### src/rtl/spike_event_logger.sv
// spike_event_logger
//   Timestamps output-layer spike activity once per SNN time step. Each
//   non-empty step is pushed into a first-word-fall-through event FIFO.
//   Per-neuron saturating spike counters run alongside the FIFO.
//
// Ports
//   system_clock   single rising-edge clock
//   reset          asynchronous active-low reset
//   enable         logging enable (level)
//   step_strobe    level; its rising edge marks one time step
//   output_spikes  output-layer spikes, sampled on the step edge
//   clear          synchronous clear; overrides step, write and pop
//   rd_en          pop request for the FIFO head
//   rd_data        {spikes, timestamp} at the FIFO head; valid when rd_valid=1
//   rd_valid       FIFO not empty
//   fifo_count     current FIFO occupancy
//   overflow       sticky: at least one event was dropped
//   dropped_count  saturating count of dropped events
//   spike_counts   per-neuron counters; neuron i at [i*CNT_WIDTH +: CNT_WIDTH]
//   timestamp      current step counter
module spike_event_logger #(
  parameter int NUM_OUT    = 2,
  parameter int TS_WIDTH   = 14,
  parameter int FIFO_DEPTH = 16,
  parameter int CNT_WIDTH  = 8
) (
  input  logic                          system_clock,
  input  logic                          reset,
  input  logic                          enable,
  input  logic                          step_strobe,
  input  logic [NUM_OUT-1:0]            output_spikes,
  input  logic                          clear,
  input  logic                          rd_en,
  output logic [NUM_OUT+TS_WIDTH-1:0]   rd_data,
  output logic                          rd_valid,
  output logic [$clog2(FIFO_DEPTH):0]   fifo_count,
  output logic                          overflow,
  output logic [CNT_WIDTH-1:0]          dropped_count,
  output logic [NUM_OUT*CNT_WIDTH-1:0]  spike_counts,
  output logic [TS_WIDTH-1:0]           timestamp
);

  localparam int AW = $clog2(FIFO_DEPTH);
  localparam int EW = NUM_OUT + TS_WIDTH;
  localparam logic [AW:0] FULL_C = (AW+1)'(FIFO_DEPTH);

  logic [EW-1:0]                       r_mem [FIFO_DEPTH];
  logic [AW-1:0]                       r_wr_ptr;
  logic [AW-1:0]                       r_rd_ptr;
  logic [AW:0]                         r_count;
  logic [TS_WIDTH-1:0]                 r_ts;
  logic [NUM_OUT-1:0][CNT_WIDTH-1:0]   r_cnt;
  logic [CNT_WIDTH-1:0]                r_drop_cnt;
  logic                                r_overflow;
  logic                                r_strobe_d;

  logic w_step;
  logic w_wr_req;
  logic w_full;
  logic w_pop;
  logic w_wr;
  logic w_drop;

  // clear suppresses every state-changing event in its cycle
  assign w_step   = step_strobe & ~r_strobe_d & enable & ~clear;
  assign w_wr_req = w_step & (|output_spikes);
  assign w_full   = (r_count == FULL_C);
  assign w_pop    = rd_en & rd_valid & ~clear;
  // a pop in the same cycle frees the slot, so a full FIFO still accepts
  assign w_wr     = w_wr_req & (~w_full | w_pop);
  assign w_drop   = w_wr_req & w_full & ~w_pop;

  assign rd_data       = r_mem[r_rd_ptr];
  assign rd_valid      = (r_count != '0);
  assign fifo_count    = r_count;
  assign overflow      = r_overflow;
  assign dropped_count = r_drop_cnt;
  assign spike_counts  = r_cnt;
  assign timestamp     = r_ts;

  // strobe history tracks the input every cycle, even under clear or disable
  always_ff @(posedge system_clock or negedge reset) begin
    if (!reset) r_strobe_d <= 1'b0;
    else        r_strobe_d <= step_strobe;
  end

  always_ff @(posedge system_clock) begin
    if (w_wr) r_mem[r_wr_ptr] <= {output_spikes, r_ts};
  end

  always_ff @(posedge system_clock or negedge reset) begin
    if (!reset) begin
      r_wr_ptr <= '0;
      r_rd_ptr <= '0;
      r_count  <= '0;
    end else if (clear) begin
      r_wr_ptr <= '0;
      r_rd_ptr <= '0;
      r_count  <= '0;
    end else begin
      if (w_wr)  r_wr_ptr <= r_wr_ptr + AW'(1);
      if (w_pop) r_rd_ptr <= r_rd_ptr + AW'(1);
      unique case ({w_wr, w_pop})
        2'b10:   r_count <= r_count + (AW+1)'(1);
        2'b01:   r_count <= r_count - (AW+1)'(1);
        default: r_count <= r_count;
      endcase
    end
  end

  always_ff @(posedge system_clock or negedge reset) begin
    if (!reset) begin
      r_ts <= '0;
      r_cnt <= '0;
    end else if (clear) begin
      r_ts <= '0;
      r_cnt <= '0;
    end else if (w_step) begin
      r_ts <= r_ts + TS_WIDTH'(1);
      for (int i = 0; i < NUM_OUT; i++) begin
        if (output_spikes[i] && (r_cnt[i] != '1)) r_cnt[i] <= r_cnt[i] + CNT_WIDTH'(1);
      end
    end
  end

  always_ff @(posedge system_clock or negedge reset) begin
    if (!reset) begin
      r_overflow <= 1'b0;
      r_drop_cnt <= '0;
    end else if (clear) begin
      r_overflow <= 1'b0;
      r_drop_cnt <= '0;
    end else if (w_drop) begin
      r_overflow <= 1'b1;
      if (r_drop_cnt != '1) r_drop_cnt <= r_drop_cnt + CNT_WIDTH'(1);
    end
  end

endmodule

### config.mk
export PLATFORM = sky130hd
export DESIGN_NAME = spike_event_logger
export DESIGN_NICKNAME = d
export VERILOG_FILES = /design/src/rtl/spike_event_logger.sv
export SDC_FILE = /design/constraint.sdc
export NUM_CORES = 1
export LEC_CHECK = 0
export CAP_MARGIN = 20
export CORE_AREA = 2 2 164 166
export CTS_CLUSTER_DIAMETER = 40
export DETAILED_ROUTE_END_ITERATION = 10
export DIE_AREA = 0 0 166 168
export PLACE_DENSITY = 0.67
export SYNTH_ARGS = -nofsm -noshare
export SYNTH_HDL_FRONTEND = slang
export SYNTH_SLANG_ARGS = --single-unit
### constraint.sdc
create_clock -name system_clock -period 6.8 [get_ports system_clock]
set_input_delay 1.36 -clock system_clock [delete_from_list [all_inputs] [get_ports system_clock]]
set_output_delay 1.36 -clock system_clock [all_outputs]
set_load 0.02 [all_outputs]
======== Word-level counts from Yosys, hierarchy flattened ========
Memory sizes are Yosys's and may differ from the RTL's.
Cells that the tools add are included.
storage, ports and cells
  word-level logic and storage cells ...... 72
  memory bits (writable) .................. 256
  latch bits .............................. 0
  input port bits ......................... 8
  bits in read-only memories .............. 0
  memories ................................ 1
  output and inout port bits .............. 61
  register bits after elaboration ......... 53
operators by class
  order comparisons ....................... 0
  reduce and logical (&&, ||, !) cells .... 15
  muxes and demuxes ....................... 19
  div/mod/pow operators ................... 0
  equal/unequal tests ..................... 6
  multiply operators ...................... 0
  add/subtract/negate cells ............... 8
  shift-type cells ........................ 0
  bitwise gates (word level) .............. 14
memories
  memory  words  bits a word  read ports  clocked after Yosys merged registers in  wr ports  RTL line  RTL
  r_mem   16     16           1           0                                        1         47        logic [EW-1:0] r_mem [FIFO_DEPTH];
operator list
  cell                                                                number
  8-bit 2-to-1 mux                                                    5
  16-bit 2-to-1 mux                                                   2
  14-bit 2-to-1 mux                                                   2
  8-bit by 1-bit adder with 8-bit output, second input constant       3
  8-bit != test, second input constant                                3
  4-bit 2-to-1 mux                                                    4
  14-bit by 1-bit adder with 14-bit output, second input constant     1
  2-bit nonzero test                                                  7
  5-bit one-hot mux with 2 select lines                               1
  1-bit bitwise AND                                                   9
  4-bit by 1-bit adder with 4-bit output, second input constant       2
  2-bit AND reduction                                                 3
  5-bit by 1-bit adder with 5-bit output, second input constant       1
  5-bit == test, second input constant                                1
  5-bit 2-to-1 mux                                                    1
  5-bit nonzero test                                                  1
  5-bit by 1-bit subtractor with 5-bit output, second input constant  1
  1-bit 2-to-1 mux                                                    4
  1-bit NOT                                                           4
  3-bit nonzero test                                                  1
  2-bit by 1-bit == test with 1-bit output, second input constant     1
  2-bit == test, second input constant                                1
  1-bit logical AND                                                   2
  2-bit OR reduction                                                  1
  1-bit OR                                                            1

======== Longest topological paths before layout ========
  depth after elaboration ................. 9
  mapped depth ............................ 10

======== Worst setup path after synthesis ========
No wires, ideal clock.
  path kind ............................... input-to-reg
  start ................................... in output_spikes[1]
  end ..................................... reg r_count[4] (netlist: fifo_count[4])
  arrival time ............................ 3.306 ns
  slack ................................... 3.408 ns
  stages .................................. 10
  cells stage by stage .................... nor2_1 > o221ai_1 > or2_2 > inv_1 > ha_1 > nor2b_1 > o21a_1 > or3_1 > and3b_1 > nor3_1
between the ends
  longest elaborated chain between the ends .. 6
  elaborated cells between the ends (all ways) .. 8
RTL lines
  element                                                                    RTL line  RTL
  start: declaration                                                         31        input logic [NUM_OUT-1:0] output_spikes,
  2-bit OR reduction *                                                       66        assign w_wr_req = w_step & (|output_spikes);
  1-bit bitwise AND *                                                        66
  1-bit bitwise AND *                                                        70        assign w_wr = w_wr_req & (~w_full | w_pop);
  2-bit by 1-bit == test with 1-bit output or 2-bit == test (tied branches)  103       unique case ({w_wr, w_pop})
  5-bit one-hot mux with 2 select lines                                      103
  5-bit 2-to-1 mux                                                           96        end else if (clear) begin
  end signal: assignment                                                     104       2'b10: r_count <= r_count + (AW+1)'(1);
  end signal: assignment                                                     105       2'b01: r_count <= r_count - (AW+1)'(1);
  end signal: assignment                                                     106       default: r_count <= r_count;
  end: declaration                                                           50        logic [AW:0] r_count;
Every way passes the cells marked *; elsewhere a longest branch is shown, timed or not.
A chain may end at the register's enable or synchronous reset.

======== Final worst setup path ========
  start ................................... reg r_rd_ptr[0]
  end ..................................... out rd_data[11]
between the ends
  longest elaborated chain between the ends .. 1
RTL lines
  element                   RTL line  RTL
  start: declaration        49        logic [AW-1:0] r_rd_ptr;
  start signal: assignment  102       if (w_pop) r_rd_ptr <= r_rd_ptr + AW'(1);
  memory 16 x 16 bit        n/a
  end: declaration          34        output logic [NUM_OUT+TS_WIDTH-1:0] rd_data,
No other way between the ends.

==> metrics.txt <==
status=completed; Cell Area, Placed=0.0137 mm²; synth warn=0; Synth Area per Inst=17.0 µm²; GRT overflow=0; Synth Instances=746; multi-input logic area=0.00346 mm²; Setup CP Type=register to primary output; Final setup viols=0; Crit Path Max Fanout=54; post-CTS setup buffer count=0; Worst R2R Start=fifo_count[1]; worst hold start=dropped_count[7]; critical path arrival=3.69 ns; WHS Path Cells=1; asr flop ratio synth=0.172; initial antenna violation count=0; Register-to-Register Setup Slack=3.80 ns; Max-cap violations=0; DR pass1 iterations=5; total power=4830 µW; HP Class=register to register; clock tree root buffer cell=clkbuf_16; Max Root-Sink Buffers=3; gpl congestion=0.804; row cnt=60; Cell variety after synth=49; Reg2Reg Depth=10; post-synthesis sequential area ratio=0.713; FF+latch count, synth=309; post_cts resized=0; maximum vdd drop=235 µV; die area=0.0279 mm²; min cycle time layout=5.05 ns; Leakage=0.00559 µW; core area=0.0264 mm²; Synth area leaders=edfxtp_1 61%, dfrtp_1 10%, mux4_2 8.5%; commonest non-fill, non-tap cell in the layout=edfxtp_1; Routed WL per cell=23.7 µm; RSZ-0062 raised after global routing=no; I/O pin cnt=69; die width=166 µm; vias in the first global route=7349; Clock Latency Late Sink=0.51 ns; worst-margin pin slew=1.11 ns; CP Launch Type=register; Netlist Area Pre-Place=0.0126 mm²; Starting DRT DRC Count=561; Req. time, crit path=5.44 ns; vias per inst=5.82; post-route cell area=0.0151 mm²; Final nets=853; final wirelength=28.5 mm; Fmax achieved=198 MHz; PwrDens=320 mW/mm²; first-pass GRT wire length=43.5 mm; CTS clk-pin slew, worst paths=0.06 ns; Clock Sink Count=309; Port Buffers=68; TNS Setup=0 ns; CTS tree=done; fillers=1964; post-synth net total=767; r2r endpoint=fifo_count[4]; commonest cells after routing, fill and taps aside=256 x edfxtp_1, 70 x nor2_1, 66 x clkdlybuf4s50_1, 51 x dfrtp_1, 48 x mux4_2; Max Slew Vio Count=0; Initial Util=0.480; largest net degree at the start of global routing=56; largest area contributor in the netlist=edfxtp_1; CTS Buf Count=38; setup slack at placement=1.97 ns; post-route antenna net violation count=0; Final Hold Fails=0; share of cells above drive strength 1=0.198; post-DP HPWL=16.8 mm; main flop type after synthesis=edfxtp_1; final critical-path share of the clock period=0.743; Chip Height=168 µm; CTS Hold Buffers Added=0; Max-slew headroom=0.258; H-tree levels=2; final hold slack=0.517 ns; WHS Endpoint=dropped_count[7]; worst setup margin=1.75 ns; Register Area=0.00902 mm²; area growth from synthesis to layout=19.2%; Vias=7004; Ant. Diodes=0; number of synthesized flops with an enable pin=256; Synth top area share=0.608; DRC viols=0; Worst Skew=0.0161 ns; Total GRT Usage=0.206; CP Capture Type=primary output
sequential cells by signal, summed over array words and instances (netlist names):
register	flops
spike_counts	16
overflow	1
timestamp	14
r_rd_ptr	4
r_strobe_d	1
r_mem	256
dropped_count	8
fifo_count	5
r_wr_ptr	4
kinds of logic after synthesis:
family          Yosys count  share of synthesized area
compound gates           81                     0.0411
buf+inv                  42                     0.0137
simple gates            173                     0.0709
fa+ha+maj                13                     0.0135
mux                      88                      0.121
flops                   309                      0.713
xor+xnor                 40                     0.0277
worst max-delay path: stages, from the launching register on:
cell and delay, ns:
dfrtp_4 1.00, buf_4 0.59, mux2_2 0.40, o22ai_1 0.17, nor2_1 0.10, a22oi_1 0.15
o21ai_0 0.14, clkdlybuf4s50_1 0.60
routing by layer:
layer | vias to the layer above | global-route usage | part of all wire
li1 | 3096 | - | -
met1 | 3619 | 0.285 | 0.42
met2 | 249 | 0.343 | 0.50
met3 | 40 | 0.0320 | 0.059
met4 | 0 | 0.0605 | 0.018
met5 | - | 0 | 0
final cells by class:
type,instances,area share
Multi-Input combinational cell,395,0.230
Timing Repair Buffer,80,0.0543
Clock buffer,46,0.0700
Sequential cell,309,0.598
Tap cell,341,0.0283
Inverter,8,0.00199
Clock inverter,24,0.0175
how the worst max path moves through the flow:
stage | from | to | slack, ns | depth (start not counted)
finish | r_rd_ptr[0] | rd_data[11] | 1.75 | 7
global route | r_rd_ptr[0] | rd_data[11] | 1.41 | 7
CTS | r_rd_ptr[0] | rd_data[11] | 1.59 | 7
detailed placement | output_spikes[0] | r_mem[7][0] | 1.97 | 6
global placement | output_spikes[0] | r_mem[6][4] | 2.16 | 6
floorplan | output_spikes[1] | fifo_count[4] | 3.41 | 10
synth_stat cells, types with 2 or more instances:
cell,number
nor4_1,4
xor2_1,23
or3_1,2
dfrtp_1,53
nor2_1,70
o21ai_0,16
mux2_2,32
and3b_1,2
a22oi_1,16
nand4_1,7
nor3_1,3
ha_1,12
edfxtp_1,256
mux4_2,48
xnor2_1,17
mux2i_1,7
o21ai_1,2
or2_2,2
nor2b_1,2
and2_1,7
nand4b_1,3
o22ai_1,17
nand2b_1,7
and4_1,6
buf_2,12
clkbuf_1,22
a21oi_1,19
nand3_1,17
nand2_1,19
and3_1,16
inv_1,8
o21a_1,2
metrics by stage:
stage               std cells  utilization
floorplan                 746            -
global placement         1130        0.519
detailed placement       1130        0.519
CTS                      1200        0.569
global route             1203        0.572
finish                   1203        0.572
power breakdown:
group | switching [µW] | total, µW | internal (µW)
logic | 292 | 615 | 323
clock network | 793 | 2070 | 1280
registers | 93.3 | 2140 | 2050
Note: power is estimated with default switching activity, not from simulation.
